<file path="src/rtl/half_adder_reg_pkg.sv">
// Shared half-adder arithmetic: default lane/counter widths and a vector half-add
// that returns {carry, sum} so wider adder blocks can reuse it.
package half_adder_reg_pkg;

    localparam int HA_WIDTH = 1;
    localparam int HA_CNT_W = 16;
    // Widest vector ha_sum handles; narrower operands are zero-extended by the caller.
    localparam int HA_MAX_W = 64;

    function automatic logic [2*HA_MAX_W-1:0] ha_sum(
        input logic [HA_MAX_W-1:0] a,
        input logic [HA_MAX_W-1:0] b
    );
        return {a & b, a ^ b};
    endfunction

endpackage

</file>
<file path="src/rtl/half_adder_lane.sv">
// One 1-bit half-adder lane: s = a ^ b, c = a & b.
// Latency: combinational.
// Backpressure: none, pure logic.
module half_adder_lane
    import half_adder_reg_pkg::*;
(
    input  logic a,
    input  logic b,
    output logic s,
    output logic c
);

    assign s = a ^ b;
    assign c = a & b;

endmodule

</file>
<file path="src/rtl/half_adder_reg.sv">
// Registered WIDTH-lane half-adder bank with a saturating carry-event counter.
// Latency: 1 cycle from input accept to out_valid.
// Backpressure: output register plus one skid entry; in_ready is registered and drops while the skid entry is full.
module half_adder_reg
    import half_adder_reg_pkg::*;
#(
    parameter int WIDTH = HA_WIDTH,
    parameter int CNT_W = HA_CNT_W
) (
    input  logic             clk,
    input  logic             rst,
    input  logic             in_valid,
    output logic             in_ready,
    input  logic [WIDTH-1:0] a,
    input  logic [WIDTH-1:0] b,
    output logic             out_valid,
    input  logic             out_ready,
    output logic [WIDTH-1:0] s,
    output logic [WIDTH-1:0] c,
    output logic [CNT_W-1:0] carry_cnt
);

    typedef struct packed {
        logic [WIDTH-1:0] c;
        logic [WIDTH-1:0] s;
    } res_t;

    logic [WIDTH-1:0] lane_s;
    logic [WIDTH-1:0] lane_c;
    res_t             new_dat;

    for (genvar i = 0; i < WIDTH; i++) begin : g_lane
        half_adder_lane u_lane (
            .a (a[i]),
            .b (b[i]),
            .s (lane_s[i]),
            .c (lane_c[i])
        );
    end

    assign new_dat = '{c: lane_c, s: lane_s};

    res_t out_dat,  out_dat_nxt;
    res_t skid_dat, skid_dat_nxt;
    logic out_vld,  out_vld_nxt;
    logic skid_vld, skid_vld_nxt;
    logic in_rdy_q;
    logic in_acc;
    logic any_carry;

    assign in_acc = in_valid && in_rdy_q;

    // Upper half of the ha_sum result is the carry vector.
    assign any_carry = |(ha_sum(HA_MAX_W'(a), HA_MAX_W'(b)) >> HA_MAX_W);

    always_comb begin
        out_dat_nxt  = out_dat;
        out_vld_nxt  = out_vld;
        skid_dat_nxt = skid_dat;
        skid_vld_nxt = skid_vld;
        if (!out_vld || out_ready) begin
            // Output slot frees this cycle: skid refills it first to keep order.
            if (skid_vld) begin
                out_dat_nxt  = skid_dat;
                out_vld_nxt  = 1'b1;
                skid_vld_nxt = 1'b0;
            end else if (in_acc) begin
                out_dat_nxt = new_dat;
                out_vld_nxt = 1'b1;
            end else begin
                out_vld_nxt = 1'b0;
            end
        end else if (in_acc) begin
            skid_dat_nxt = new_dat;
            skid_vld_nxt = 1'b1;
        end
    end

    always_ff @(posedge clk or posedge rst) begin
        if (rst) begin
            out_dat   <= '0;
            out_vld   <= 1'b0;
            skid_dat  <= '0;
            skid_vld  <= 1'b0;
            in_rdy_q  <= 1'b0;
            carry_cnt <= '0;
        end else begin
            out_dat  <= out_dat_nxt;
            out_vld  <= out_vld_nxt;
            skid_dat <= skid_dat_nxt;
            skid_vld <= skid_vld_nxt;
            in_rdy_q <= !skid_vld_nxt;
            if (in_acc && any_carry && (carry_cnt != {CNT_W{1'b1}})) begin
                carry_cnt <= carry_cnt + CNT_W'(1);
            end
        end
    end

    assign in_ready  = in_rdy_q;
    assign out_valid = out_vld;
    assign s         = out_dat.s;
    assign c         = out_dat.c;

endmodule

</file>
<file path="config.mk">
export PLATFORM = sky130hd
export DESIGN_NAME = half_adder_reg
export DESIGN_NICKNAME = d
export VERILOG_FILES = /design/src/rtl/half_adder_reg_pkg.sv /design/src/rtl/half_adder_lane.sv /design/src/rtl/half_adder_reg.sv
export SDC_FILE = /design/constraint.sdc
export NUM_CORES = 1
export LEC_CHECK = 0
export CORE_ASPECT_RATIO = 1.75
export CORE_UTILIZATION = 35
export CTS_BUF_LIST = sky130_fd_sc_hd__clkbuf_2 sky130_fd_sc_hd__clkbuf_4 sky130_fd_sc_hd__clkbuf_8
export DETAILED_ROUTE_END_ITERATION = 16
export DONT_BUFFER_PORTS = 1
export GPL_ROUTABILITY_DRIVEN = 0
export HOLD_SLACK_MARGIN = 0.02
export PLACE_DENSITY = 0.46
export SLEW_MARGIN = 40
export SYNTH_ARGS = -nofsm -noshare
export SYNTH_HDL_FRONTEND = slang
export SYNTH_SLANG_ARGS = --single-unit
</file>
<file path="constraint.sdc">
create_clock -name clk -period 2.68 [get_ports clk]
set_clock_uncertainty 0.05 [all_clocks]
set_input_delay 0.536 -clock clk [delete_from_list [all_inputs] [get_ports clk]]
set_output_delay 0.536 -clock clk [all_outputs]
set_load 0.01 [all_outputs]
</file>
==> impl_summary.md <==
Run status
The run finished with clean final reports.

STA
At the pin with the least slew margin, the transition time is roughly 570 ps. The portion of the clock cycle consumed by the worst path in the final layout is between 80% and 90%. The number of endpoints failing setup at the final stage is 0. Headroom to the max-slew limit came out at 62.0%. The number of slew-limit violations in the final report is 0. Setup repair after global routing left no endpoint under its margin. The setup TNS is 0 ps.

The fmax is 0.443 GHz. The minimum clock period is 2260 ps. The number of hold violations in the final report is 0.

Global routing
The global-route usage over all layers is 14.8%. The number of global-route vias before repair is 805. The first global-routing pass estimated 3880 microns of wire.

The largest net degree at the start of global routing is 24. The number of antenna violations at the first check in global routing is 0. The aggregate global routing overflow is 0.

Clocking
The number of CTS-inserted buffers is 3. The tree built by TritonCTS fans out to 23 sinks. Clock-pin slew was measured on the worst setup and hold paths at 80 ps. Clock latency on the worst-skew pair, taken at its later pin, is 260 ps. The maximum clock path buffer count is 2. Gates resized during post-CTS repair numbered 0. The hold-fix buffer count after cts is 0.

The clock tree root driver cell is sky130_fd_sc_hd__clkbuf_8. The post-CTS setup buffer count is 0. In this run the number of H-tree levels came out at 1. The CTS tree is yes.

Synth
The compound-cell area share of the yosys netlist is 9.61%. In the synthesized netlist, the number of instances is 102. The portion of the post-synthesis area used by sequential elements is 50.8%. After synthesis, the cell types taking the most area are sky130_fd_sc_hd__dfrtp_1 51%, sky130_fd_sc_hd__xnor2_1 7.0%, sky130_fd_sc_hd__o2111ai_1 3.1%, sky130_fd_sc_hd__xor2_1 3.1%, sky130_fd_sc_hd__a21oi_1 2.7%. The fraction of synthesized cell area in xor and xnor cells is between 10 and 15%.

The Yosys step of the flow raised 0 warnings. After synthesis, the share of cell area in mux cells is 5.08%. The number of different library cells in the post-synthesis netlist is 30. Of the total synthesized cell area, the portion taken by full adders, half adders and majority gates is 2.21%. The average size of a mapped cell is 11.1 sq um. By area, the combinational part of the netlist is dominated by simple AND/OR/NAND/NOR gates.

The count of flip-flops with a built-in enable after synthesis is 0. In the synthesized netlist, the cells that appear most often are 23 x sky130_fd_sc_hd__dfrtp_1, 9 x sky130_fd_sc_hd__xnor2_1, 7 x sky130_fd_sc_hd__nor2_1, 6 x sky130_fd_sc_hd__a21oi_1, 5 x sky130_fd_sc_hd__nand3_1. In the synthesized netlist the dominant register cell turns out to be sky130_fd_sc_hd__dfrtp_1. Among all cell types in the netlist, the one instantiated most often is sky130_fd_sc_hd__dfrtp_1. The top cell type's share of synthesized area is roughly 50%. In this run, synthesis produced a sequential element count of 23. The share of synthesized cell area in and, or, nand and nor gates is 20.1%.

The net count after synthesis is 110. The top cell type by total area after synthesis is sky130_fd_sc_hd__dfrtp_1. Counting flops with an async set or reset pin after synthesis yields a share of 100%.

The cell area that synthesis handed to floorplanning was 1130 sq um.

Pwr
The clock network is responsible for 26.4% of the overall power. Of the total power, registers draw 60.1%. The total power divided by cell area is 658 nW/um^2. The maximum resistive drop on vdd is 0.000359 V.

The share of total power dissipated in combinational logic is 13.5%. The static leakage power is 0.000549 uW. The analysis attributes to net switching a power of around 250 uW. Internal power comes to 566 uW. In this run switching power makes up 30.8% of total power.

Worst setup path
Data on the critical path arrives at its endpoint at roughly 2400 ps. The reg-to-reg critical path endpoint is carry_cnt[1]. The type of the worst setup path is reg -> reg. The gate family responsible for the most delay along the worst path is simple AND/OR/NAND/NOR gates. The critical path runs through a total of 5 cells.

Walking the worst path, the cells encountered are ha_1 -> and3_1 -> or4b_1 -> o21a_4 -> mux2_4. STA classifies the critical path endpoint as a flop. The sort of element at the start of the critical path is a flop. In this run the worst setup path begins at carry_cnt[0].

Across all register-to-register paths, the minimum setup slack is 420 ps. Along the worst path, the maximum fanout reaches 8. The delay of the slowest critical-path stage is approximately 600 ps. For the worst setup path, the data required time is 2780 ps. The most critical setup path has its endpoint at carry_cnt[1]. The slowest cell on the critical path is sky130_fd_sc_hd__or4b_1. The startpoint of the worst-slack reg-to-reg timing path is carry_cnt[0].

The worst reg-to-reg path cell count is 5. The number of buffers and inverters on the critical path is 0.

Run
Across the run, the number of max-cap violations was 0.

Routing
The routed layout has around 800 vias. After detailed routing, the average wire length per cell comes to 15.0 microns. The first routing iteration left 10 violations. The number of optimization iterations in the first detailed-route pass is 4. The detail route stage leaves a number of antenna-violating nets equal to 0. The number of vias per cell after detailed routing is between 5 and 6. The overall routed net length is 2230 microns. The number of design rule violations left after detail routing is 0.

Cells and area
The final layout contains 115 nets. Leaving out filler cells and counting taps, the final layout contains 149. The post-layout utilization of the core is 40.0%. The filler cells instantiated in the layout total 320. Compared with the post-synthesis result, the final layout area differs by 9.72%. The repair_antennas step left the layout with diodes totalling 0.

Of the cells placed in the final design, the portion with a size suffix greater than 1 is between 10% and 20%.

Die
In this run the count of I/O pins placed on the die edge is 26. The initialized floorplan defines 27 standard-cell rows. The initial standard-cell utilization of the core is 36.4%. After floorplanning, the core was sized to cover 3110 sq um. The floorplan step set the die width to 45.0 microns.

In this run the vertical extent of the chip is 77.2 microns. The area enclosed by the die boundary is 3480 sq um.

Place
The HPWL after detailed placement is 1720 microns. The count of placed standard cells including taps is 145. The port buffer count is 0.

Hold path
The worst hold path belongs to the class in -> async.
## worst reg2reg max path, stage by stage (launching register included)
cell,delay (ps)
sky130_fd_sc_hd__dfrtp_1,480
sky130_fd_sc_hd__ha_1,230
sky130_fd_sc_hd__and3_1,220
sky130_fd_sc_hd__or4b_1,600
sky130_fd_sc_hd__o21a_4,270
sky130_fd_sc_hd__mux2_4,290
## cell families after synthesis
| kind of cell | count (synthesis) |
|---|---|
| compound gates | 15 |
| buf+inv | 6 |
| flops | 23 |
| fa+ha+maj | 2 |
| mux | 5 |
| xor+xnor | 13 |
| simple gates | 38 |
## power by group through the flow
stage / sequential [uW] / clock, uW / combinational, uW
final: 491 / 216 / 111
after CTS: 492 / 225 / 114
after global placement: 497 / 0 / 111
after detailed placement: 499 / 0 / 114
after global routing: 503 / 247 / 132
after floorplan: 481 / 0 / 94.1
## layout by cell type, fill, tap and decap left out, types with 3 or more instances in the layout
cell type | netlist | routed
sky130_fd_sc_hd__a21oi_1 | 6 | 6
sky130_fd_sc_hd__and3_1 | 4 | 4
sky130_fd_sc_hd__buf_4 | 0 | 3
sky130_fd_sc_hd__clkbuf_8 | 0 | 3
sky130_fd_sc_hd__dfrtp_1 | 23 | 23
sky130_fd_sc_hd__nand2_1 | 4 | 4
sky130_fd_sc_hd__nand3_1 | 5 | 5
sky130_fd_sc_hd__nand4_1 | 3 | 3
sky130_fd_sc_hd__nor2_1 | 7 | 7
sky130_fd_sc_hd__nor3_1 | 4 | 4
sky130_fd_sc_hd__o2111ai_1 | 4 | 4
sky130_fd_sc_hd__o211ai_1 | 3 | 3
sky130_fd_sc_hd__xnor2_1 | 9 | 9
sky130_fd_sc_hd__xor2_1 | 4 | 4
## layout make-up
cell class | instances | area [sq um] | share of cell area [%]
Tap cell | 43 | 53.8 | 4.33
Sequential cell | 23 | 576 | 46.3
Clock buffer | 3 | 41.3 | 3.32
Inverter | 3 | 11.3 | 0.906
Multi-Input combinational cell | 73 | 533 | 42.9
Clock inverter | 1 | 5.00 | 0.403
Timing Repair Buffer | 3 | 22.5 | 1.81
## how the worst min path moves through the flow
stage / end / slack, ps / cells after the start
floorplan: skid_dat[0] / 430 / 1
global placement: skid_dat[1] / 440 / 1
detailed placement: c / 430 / 1
CTS: c / 140 / 1
global route: carry_cnt[6] / 140 / 1
finish: carry_cnt[8] / 120 / 1
## per-layer routing
metal	routed length, microns	share of wire (%)	vias to the layer above	global-route usage [%]
met5	0	0	-	0
met4	48	2.1	0	5.76
met2	1240	56	20	26.1
met3	63	2.8	6	3.29
li1	-	-	382	-
met1	878	39	393	16.2
## sequential cells by signal, indices dropped and copies added (netlist names)
name       flops
c              1
carry_cnt     16
in_ready       1
out_valid      1
s              1
skid_dat       2
skid_vld       1
## through the flow
step / power [uW] / area [sq um] / worst slack (ps) / hold WS [ps]
after global routing: 882 / 1240 / 290 / 140
after global placement: 608 / 1200 / 455 / 439
after detailed placement: 613 / 1200 / 425 / 430
after CTS: 831 / 1240 / 413 / 141
after floorplan: 575 / 1130 / 592 / 429
final: 818 / 1240 / 425 / 117
Power figures use the tool's default switching activity.
